$ cat src/rtl/execute_stage.sv
// Execute stage: operand-B mux, 4-op ALU, zero detect and the E/M register.
// All M-side outputs clear asynchronously when rst is low.
module execute_stage #(
  parameter int WIDTH = 32
) (
  input  logic             clk,
  input  logic             rst,
  input  logic [WIDTH-1:0] RD1_E,
  input  logic [WIDTH-1:0] RD2_E,
  input  logic [WIDTH-1:0] Extend_E,
  input  logic             Alu_src_E,
  input  logic [1:0]       Alu_op_E,
  input  logic             DM_Write_E,
  input  logic             Result_E,
  input  logic             RF_WE_E,
  output logic [WIDTH-1:0] Alu_out_M,
  output logic [WIDTH-1:0] WriteData_M,
  output logic             Zero_M,
  output logic             DM_Write_M,
  output logic             Result_M,
  output logic             RF_WE_M
);

  logic [WIDTH-1:0] src_b;
  logic [WIDTH-1:0] alu_d;
  logic             zero_d;

  logic [WIDTH-1:0] alu_q;
  logic [WIDTH-1:0] wdata_q;
  logic             zero_q;
  logic             dm_we_q;
  logic             res_q;
  logic             rf_we_q;

  assign src_b = Alu_src_E ? Extend_E : RD2_E;

  always_comb begin
    alu_d = '0;
    unique case (Alu_op_E)
      2'b00: alu_d = RD1_E + src_b;
      2'b01: alu_d = RD1_E - src_b;
      2'b10: alu_d = RD1_E & src_b;
      2'b11: alu_d = RD1_E | src_b;
      default: alu_d = '0;
    endcase
  end

  assign zero_d = (alu_d == '0);

  // No stall/flush: the E/M register loads every cycle.
  always_ff @(posedge clk or negedge rst) begin
    if (!rst) begin
      alu_q   <= '0;
      wdata_q <= '0;
      zero_q  <= 1'b0;
      dm_we_q <= 1'b0;
      res_q   <= 1'b0;
      rf_we_q <= 1'b0;
    end else begin
      alu_q   <= alu_d;
      wdata_q <= RD2_E;
      zero_q  <= zero_d;
      dm_we_q <= DM_Write_E;
      res_q   <= Result_E;
      rf_we_q <= RF_WE_E;
    end
  end

  assign Alu_out_M   = alu_q;
  assign WriteData_M = wdata_q;
  assign Zero_M      = zero_q;
  assign DM_Write_M  = dm_we_q;
  assign Result_M    = res_q;
  assign RF_WE_M     = rf_we_q;

endmodule

$ cat config.mk
export PLATFORM = sky130hd
export DESIGN_NAME = execute_stage
export DESIGN_NICKNAME = d
export VERILOG_FILES = /design/src/rtl/execute_stage.sv
export SDC_FILE = /design/constraint.sdc
export NUM_CORES = 1
export LEC_CHECK = 0
export ABC_AREA = 1
export BUFFER_PORTS_ARGS = -buffer_cell sky130_fd_sc_hd__clkbuf_2
export CAP_MARGIN = 20
export CORE_MARGIN = 5
export CORE_UTILIZATION = 40
export CTS_CLUSTER_DIAMETER = 50
export DETAILED_ROUTE_END_ITERATION = 12
export MAX_ROUTING_LAYER = met4
export PLACE_DENSITY = 0.66
export SLEW_MARGIN = 25
export SYNTH_ARGS = -nofsm -noshare
export SYNTH_HDL_FRONTEND = slang
export SYNTH_SLANG_ARGS = --single-unit
$ cat constraint.sdc
create_clock -name clk -period 0.8 [get_ports clk]
set_input_delay 0 -clock clk [delete_from_list [all_inputs] [get_ports clk]]
set_output_delay 0 -clock clk [all_outputs]
set_load 0.05 [all_outputs]
# [After elaboration in Yosys (flattened, before gate mapping)]
# Cells that the tools add are included.
[word_totals] out_inout_bits=68 word_cells=17 regBits=68
[op_classes] eq_ne=3 muxes=2 n_addsub=2 reduce_logical=2 bitwise_logic=2
[op_table] cell="$pmux 32 s4" n=1
[op_table] cell="$add 32x32->32" n=1
[op_table] cell="$and 32x32->32" n=1
[op_table] cell="$logic_not 32->1" n=1
[op_table] cell="$mux 32" n=1
[op_table] cell="$or 32x32->32" n=1
[op_table] cell="$sub 32x32->32" n=1
[op_table] cell="$eq 2x2->1 const B" n=2
[op_table] cell="$eq 2x1->1 const B" n=1
[op_table] cell="$logic_not 2->1" n=1

# [Logic depth before layout (Yosys ltp)]
# Gate-level depths: netlist of run 1.
[logic_depth] word_depth=4 mapped_depth=32 depth_no_buf=30

# [Worst setup path after synthesis of run 1]
# Ideal clock, no wire load.
[synth_path] path_kind="input-to-reg" start="in Alu_src_E" end="reg zero_q (netlist: Zero_M)" t_arrival_ps=2989 path_slack_ps=-2260 path_buffers=2 stages=28 path_cell_list="buf_6 inv_4 buf_6 nand2_2 nand2_4 inv_1 ha_1 inv_1 nor2_1 nand4_2 nor2_2 nand4_1 o21ai_2 o21ai_1 xnor2_1 ha_1 nand2_1 nor2_1 nand2_1 nor3_1 nand2_1 a21oi_1 nor2_1 nor2_1 nand2_1 nor2_1 nand3_1 nor2_1"
[synth_via] elab_chain_cells=4 elab_cells_between_ends=7 classes_between="add/sub (2); mux (2); bitwise (2); reduce/logical (1)"
[synth_lines] element="start, declared" line_no="11" text="input logic Alu_src_E,"
[synth_lines] element="$mux 32 (*)" line_no="35" text="assign src_b = Alu_src_E ? Extend_E : RD2_E;"
[synth_lines] element="$sub 32x32->32 (tied with other cells)" line_no="41" text="2'b01: alu_d = RD1_E - src_b;"
[synth_lines] element="$pmux 32 s4 (*)" line_no="39" text="unique case (Alu_op_E)"
[synth_lines] element="$logic_not 32->1 (*)" line_no="48" text="assign zero_d = (alu_d == '0);"
[synth_lines] element="named net zero_d" line_no="26" text="logic zero_d;"
[synth_lines] element="end signal, assigned" line_no="62" text="zero_q <= zero_d;"
[synth_lines] element="end, declared" line_no="30" text="logic zero_q;"
# The timed path passes the listed nets; every way through them passes the cells marked *.

# [Worst setup path in the final report of run 1]
# Ends and elaborated chain as after synthesis.

==> results.json, run 1 <==
{
  "p_int_mw": 12.3,
  "routed_wl_um": 33200,
  "worstPathRequired_ns": 1.07,
  "num_vias": 9326,
  "worst_path_max_delay_cell": "ha_2",
  "slew_violations": 0,
  "stdcell_count": 1747,
  "powerDensity_nw_per_um2": 1710,
  "yosys_warnings": 0,
  "combPwrFrac_pct": 62.0,
  "grt_use_total_pct": 31.1,
  "worstSetupPathType": "in2reg",
  "clock_sinks": 68,
  "ant_nets": 0,
  "swShare_pct": 43.8,
  "syn_to_final_growth_pct": 101,
  "wire_per_inst_um": 19.0,
  "post_dp_cell_area_sq_um": 9390,
  "fin_nets": 1665,
  "finalHoldViolCount": 0,
  "fin_crit_sh_pct": 415,
  "cts-root-buf": "clkbuf_16",
  "coreArea_sq_um": 15800,
  "violations": "setup timing",
  "syn-cell-area_sq_um": 6360,
  "p_sw_mw": 9.58,
  "startpoint_type": "input pin",
  "initial_core_util_pct": 40.4,
  "n_antenna_cell": 0,
  "grt_max_degree": 43,
  "muxShareOfSynthArea_pct": 0,
  "synth_nets": 1176,
  "vdd.ir_drop.worst_v": 0.00121,
  "dp_hpwl_um": 19800,
  "synthAdderAreaFrac_pct": 8.73,
  "drtIter0Drc": 758,
  "die_x_um": 136,
  "max_freq_mhz": 301,
  "drc": 0,
  "max-cap-violations": 0,
  "slew_headroom_pct": 66.2,
  "cp_max_fo": 4,
  "synth_cell_types": 43,
  "synth_top_family_by_area": "simple AND/OR/NAND/NOR gates",
  "avgViaCountPerCell": 5.34,
  "io_buffers": 171,
  "clk_pin_slew_ns": 0.07,
  "synth_xor_area_share_pct": 3.99,
  "drt_pass1_iterations": 8,
  "grt_pass1_vias": 8980,
  "utilization_pct": 81.1,
  "num-fill-cells": 979,
  "holdCritPathClass": "in2async",
  "p_seq_share_pct": 18.9,
  "synth_compound_area_share_pct": 7.49,
  "path_buf_inv": 3,
  "setup_viol": 101,
  "die_area_sq_um": 18500,
  "drive_gt1_share_pct": 54.9,
  "yosys_register_bits": 68,
  "clk_path_buf_depth": 2,
  "syn-instance-count": 1037,
  "grt.overflow.total": 0,
  "rsz0062_at_grt": "true",
  "grt_pass1_wl_um": 43900,
  "max_stage_delay_ns": 0.36,
  "tns_ns": -63.63,
  "final_cell_mix": "264 x nand2_1, 245 x buf_4, 124 x inv_1, 113 x nand2_2, 101 x clkbuf_2",
  "ios": 172,
  "synthSimpleGateAreaFrac_pct": 41.2,
  "pwr-share-clk_pct": 19.0,
  "fin_crit_ns": 3.32,
  "place_inst": 1638,
  "worst_slack_ns": -2.52,
  "ys_seq_area_share_pct": 26.7,
  "num_rows": 46,
  "p_leak_nw": 6.69,
  "tritoncts": "yes",
  "tightest_slew_ns": 0.508,
  "antenna_found_initial": 0,
  "power_mw": 21.9,
  "cp_data_arrival_time_ns": 3.59,
  "die_height_um": 136,
  "cp-end-kind": "flop",
  "final_common_cell": "nand2_1",
  "status": "finished, violations left",
  "synth.avg_cell_area_sq_um": 6.14,
  "path_delay_family": "simple AND/OR/NAND/NOR gates",
  "htreeDepth": 3,
  "fin_area_sq_um": 12800,
  "place.gp.congestion": 0.952,
  "numCtsBuffers": 9
}
[state kept, by name, summed over array words and instances, names as in the netlist]
| register | count |
|---|---|
| Alu_out_M | 32 |
| DM_Write_M | 1 |
| Result_M | 1 |
| RF_WE_M | 1 |
| Zero_M | 1 |
| WriteData_M | 32 |
[final cells by class]
cell class	instances	area, sq um	share of cell area, %
multi-input combinational	780	5500	43.0
tap	216	270	2.11
sequential	68	1700	13.3
clock buffer	10	229	1.79
clock inverter	6	65.1	0.509
inverter	167	654	5.12
timing repair buffer	500	4370	34.2
[synthesized netlist by cell type, drive strengths merged]
cell / count / share of area, %
inv: 167 / 9.9
clkbuf: 12 / 0.73
ha: 34 / 6.7
o31ai: 1 / 0.12
fa: 1 / 0.31
buf: 10 / 1.2
o22ai: 1 / 0.098
nand2: 411 / 25
xnor2: 5 / 0.69
nor3: 14 / 1.3
a21oi: 40 / 3.1
dfrtp: 68 / 27
xor2: 24 / 3.3
o21ai: 36 / 3.1
a31oi: 3 / 0.29
nand3b: 3 / 0.35
o21bai: 3 / 0.41
a211oi: 1 / 0.12
nor2: 89 / 5.6
nor4: 3 / 0.29
nand4: 17 / 1.8
or2: 6 / 0.59
maj3: 11 / 1.7
o21a: 1 / 0.12
nand3: 73 / 5.8
and2: 2 / 0.20
a21boi: 1 / 0.12
[layer usage]
metal | share of wire, % | track usage, % | up-vias
met5 | 0 | - | -
met4 | 9.2 | 16.6 | 0
met3 | 7.6 | 3.77 | 255
met2 | 49 | 55.8 | 592
met1 | 34 | 33.4 | 4273
li1 | - | - | 4206
[how the worst max path moves through the flow]
stage	start	cells after the start	slack, ns	to
5_1_grt	Alu_src_E	29	-2.70	Zero_M$_DFF_PN0_
3_5_place_dp	Alu_src_E	25	-2.80	Zero_M$_DFF_PN0_
2_1_floorplan	Alu_src_E	28	-2.19	Zero_M$_DFF_PN0_
6_report	Alu_src_E	29	-2.52	Zero_M$_DFF_PN0_
3_3_place_gp	Alu_src_E	25	-2.72	Zero_M$_DFF_PN0_
4_1_cts	Alu_src_E	27	-2.12	Zero_M$_DFF_PN0_
[through the flow]
| step | setup slack (ns) | hold slack, ns |
|---|---|---|
| 3_3_place_gp | -2.72 | -0.116 |
| 5_1_grt | -2.70 | 0.112 |
| 2_1_floorplan | -2.19 | -0.296 |
| 3_5_place_dp | -2.80 | -0.115 |
| 6_report | -2.52 | 0.0895 |
| 4_1_cts | -2.12 | 0.0700 |
[cells by family (layout without fill, tap and decap cells)]
group | Yosys count | after routing
AOI/OAI and AO/OA | 87 | 87
xor gates and xnor gates | 29 | 29
adders and majority gates | 46 | 46
buffers and inverters | 189 | 683
DFF | 68 | 68
and+or+nand+nor | 618 | 618
[repair_timing]
item / CTS / global route
buffers inserted: 31 / 34
gates resized for setup: 316 / 300
hold endpoints to repair: 103 / 0
cloned: 0 / 1
hold buffers: 36 / 0
setup endpoints to repair: 101 / 101
pin swaps: 122 / 131
[power groups by stage]
stage          combinational (mW)  clock (mW)  sequential, mW
6_report                     13.6        4.16            4.13
3_5_place_dp                 9.15           0            3.99
4_1_cts                      11.1        4.09            4.00
5_1_grt                      14.3        4.35            4.18
2_1_floorplan                3.96           0            5.42
3_3_place_gp                 9.06           0            3.98
No activity file was read; power rests on OpenSTA's default activity.
==> inputs of run 2 (changes only) <==
--- a/config.mk
+++ b/config.mk
@@ -7,3 +7,2 @@
 export LEC_CHECK = 0
-export ABC_AREA = 1
 export BUFFER_PORTS_ARGS = -buffer_cell sky130_fd_sc_hd__clkbuf_2
@@ -15,3 +14,3 @@
 export MAX_ROUTING_LAYER = met4
-export PLACE_DENSITY = 0.66
+export PLACE_DENSITY = 0.67
 export SLEW_MARGIN = 25
--- a/constraint.sdc
+++ b/constraint.sdc
@@ -3,2 +3,2 @@
 set_output_delay 0 -clock clk [all_outputs]
-set_load 0.05 [all_outputs]
+set_load 0.02 [all_outputs]
==> run 2 against run 1 <==
The flow still finishes with violations (setup timing). Clock power down 1%. Combinational power fell by 18%. Critical endpoint unchanged. Utilization shrank 2.6 points. Final area decreased by 15%. Routed wire length decreased by 22%. Cell count decreased by 24%. First-iteration DRC count shrank 8.8%. Sequential share of layout area grew 2.4 points. Hold slack got worse by 0.0062 ns. Global-route usage decreased by 2.6 points. Critical path depth down 11. Largest power group unchanged. Largest cell class unchanged. Sequential cell count unchanged.
==> results.json, run 2 <==
{
  "final-seq-area_sq_um": 1700,
  "startpoint_type": "input pin",
  "stdcell_count": 1327,
  "final_cell_mix": "268 x buf_4, 101 x clkbuf_2, 87 x buf_6, 68 x dfrtp_1, 52 x nand2_1",
  "p_int_mw": 12.1,
  "fin_nets": 1281,
  "synth_edf_count": 0,
  "max_stage_delay_ns": 0.56,
  "rsz0062_at_grt": "true",
  "grt_use_total_pct": 28.5,
  "synthTopCellsByArea": "dfrtp_1 31%, ha_1 7.6%, mux2i_1 6.1%",
  "routed_wl_um": 26000,
  "drtIter0Drc": 691,
  "async_flop_share_pct": 100,
  "synth_top_area_share_pct": 30.6,
  "synth_nets": 804,
  "p_leak_nw": 5.18,
  "swShare_pct": 37.4,
  "drive_gt1_share_pct": 55.8,
  "powerDensity_nw_per_um2": 1790,
  "coreArea_sq_um": 13800,
  "clk_path_buf_depth": 2,
  "wire_per_inst_um": 19.6,
  "fin_crit_sh_pct": 531,
  "holdCritPathClass": "in2reg",
  "io_buffers": 171,
  "worst_slack_ns": -3.45,
  "synth.most_common_cell": "dfrtp_1",
  "synth_top_cell_by_area": "dfrtp_1",
  "multi_input_area_sq_um": 4540,
  "dp_hpwl_um": 16800,
  "combPwrFrac_pct": 57.3,
  "place_inst": 1234,
  "worstHoldStart": "RD1_E[26]",
  "drc": 0,
  "path_cells": "clkbuf_16 -> buf_4 -> nor3_1 -> a21oi_1 -> or3_4 -> nor3_4 -> nand3_4 -> o31ai_4 -> xor2_1 -> ha_2 -> or2_4 -> a21oi_4 -> a21oi_2 -> a21o_1 -> a211o_1 -> or4b_1 -> or4_1 -> nor4b_2",
  "setup_viol": 101,
  "pwr-share-clk_pct": 21.2,
  "p_sw_mw": 7.22,
  "n_antenna_cell": 0,
  "syn-cell-area_sq_um": 5560,
  "max-cap-violations": 0,
  "ys_seq_area_share_pct": 30.6,
  "fin_crit_ns": 4.25,
  "worstSetupPathType": "in2reg",
  "die_x_um": 128,
  "worstHoldEndpoint": "Alu_out_M[26]$_DFF_PN0_",
  "cts-root-buf": "clkbuf_16",
  "max_freq_mhz": 235,
  "ios": 172,
  "clk_pin_slew_ns": 0.05,
  "grt_max_degree": 69,
  "grt_pass1_vias": 6821,
  "die_area_sq_um": 16400,
  "place.gp.congestion": 0.997,
  "worstPathRequired_ns": 1.05,
  "power_mw": 19.3,
  "violations": "setup timing",
  "synth_cell_types": 65,
  "grt.overflow.total": 0,
  "finalHoldViolCount": 0,
  "holdPathStages": 4,
  "synth_ff_type": "dfrtp_1",
  "worst_path_max_delay_cell": "or4b_1",
  "tns_ns": -71.83,
  "cp_data_arrival_time_ns": 4.50,
  "syn_to_final_growth_pct": 94.4,
  "grt_pass1_wl_um": 35900,
  "cp_max_fo": 8,
  "ant_nets": 0,
  "yosys-top-cells-count": "68 x dfrtp_1, 67 x nand2_1, 60 x a21oi_1, 52 x nor2_1, 44 x o21ai_0",
  "yosys_warnings": 0,
  "slew_violations": 0,
  "num_vias": 7390,
  "final_common_cell": "buf_4",
  "cp-end-kind": "flop",
  "tightest_slew_ns": 0.620,
  "numCtsBuffers": 9,
  "avgViaCountPerCell": 5.57,
  "synth.avg_cell_area_sq_um": 8.37,
  "vdd.ir_drop.worst_v": 0.00110,
  "die_height_um": 128,
  "clock_sinks": 68,
  "tritoncts": "yes",
  "slew_headroom_pct": 58.7,
  "initial_core_util_pct": 40.4,
  "num-fill-cells": 826,
  "yosys_register_bits": 68,
  "p_seq_share_pct": 21.4,
  "status": "finished, violations left",
  "antenna_found_initial": 0,
  "syn-instance-count": 665,
  "num_rows": 43,
  "drt_pass1_iterations": 6,
  "htreeDepth": 3
}
## run 2: cell count changes after synthesis, sizes merged, moves of 24 or more
cell	previous run	this run
nor2	89	52
nand3	73	11
mux2i	0	34
inv	167	33
nand2	411	67
xnor2	5	29
## run 2: cells by family after synthesis
kind of cell	share of synthesized area [%]
adder cells (fa/ha/maj)	10.3
flip-flops	30.6
AND/OR/NAND/NOR	17.2
AO/OA/AOI/OAI	20.8
XOR/XNOR	8.50
multiplexers	8.14
buffers and inverters	4.43
## run 2: cell type report
cell class                      count  share of cell area, %
Clock buffer                       13                   2.31
Timing Repair Buffer              497                   36.4
Tap cell                          180                   2.08
Inverter                           33                   1.15
Clock inverter                      3                  0.428
Multi-Input combinational cell    533                   41.9
Sequential cell                    68                   15.7
## run 2: worst max-delay path by stage
stage,from,end,slack [ns]
final,Alu_src_E,Zero_M$_DFF_PN0_,-3.45
after global routing,Alu_src_E,Zero_M$_DFF_PN0_,-3.57
after detailed placement,Alu_src_E,Zero_M$_DFF_PN0_,-3.94
after floorplan,Alu_src_E,Zero_M$_DFF_PN0_,-3.89
after CTS,Alu_src_E,Zero_M$_DFF_PN0_,-3.20
after global placement,Alu_src_E,Zero_M$_DFF_PN0_,-3.78
## run 2: critical path: cells and delay by family
kind / cells / cell delay [ns]
buf+inv: 2 / 0.29
fa+ha+maj: 1 / 0.32
compound gates: 6 / 1.01
xor+xnor: 1 / 0.18
simple gates: 8 / 2.70
## run 2: routing by layer
metal	wire length [um]	GRT usage [%]
met1	10800	38.8
met2	12500	45.3
met3	1950	3.71
met4	724	7.12
met5	0	-
## run 2: power groups by stage
| stage | clock network, mW | registers, mW | logic [mW] |
|---|---|---|---|
| 2_1_floorplan | 0 | 4.71 | 3.70 |
| 3_3_place_gp | 0 | 4.09 | 8.06 |
| 3_5_place_dp | 0 | 4.09 | 8.12 |
| 4_1_cts | 4.12 | 4.04 | 9.43 |
| 5_1_grt | 4.30 | 4.19 | 11.6 |
| 6_report | 4.10 | 4.14 | 11.1 |
## run 2: repair_timing
action	in CTS	in global routing
pin swaps	64	47
setup endpoints to repair	101	101
buffers inserted	40	12
hold buffers	36	0
hold endpoints to repair	103	0
resized for setup	109	268
## run 2: through the flow
| stage | cell area (sq um) | setup slack (ns) | util [%] | hold slack [ns] |
|---|---|---|---|---|
| finish | 10800 | -3.45 | 78.5 | 0.0833 |
| global route | 10800 | -3.57 | 78.5 | 0.134 |
| detailed placement | 8610 | -3.94 | 62.5 | 0.0479 |
| CTS | 10000 | -3.20 | 72.6 | 0.0853 |
| floorplan | 5880 | -3.89 | - | -0.296 |
| global placement | 8610 | -3.78 | 62.5 | 0.0429 |
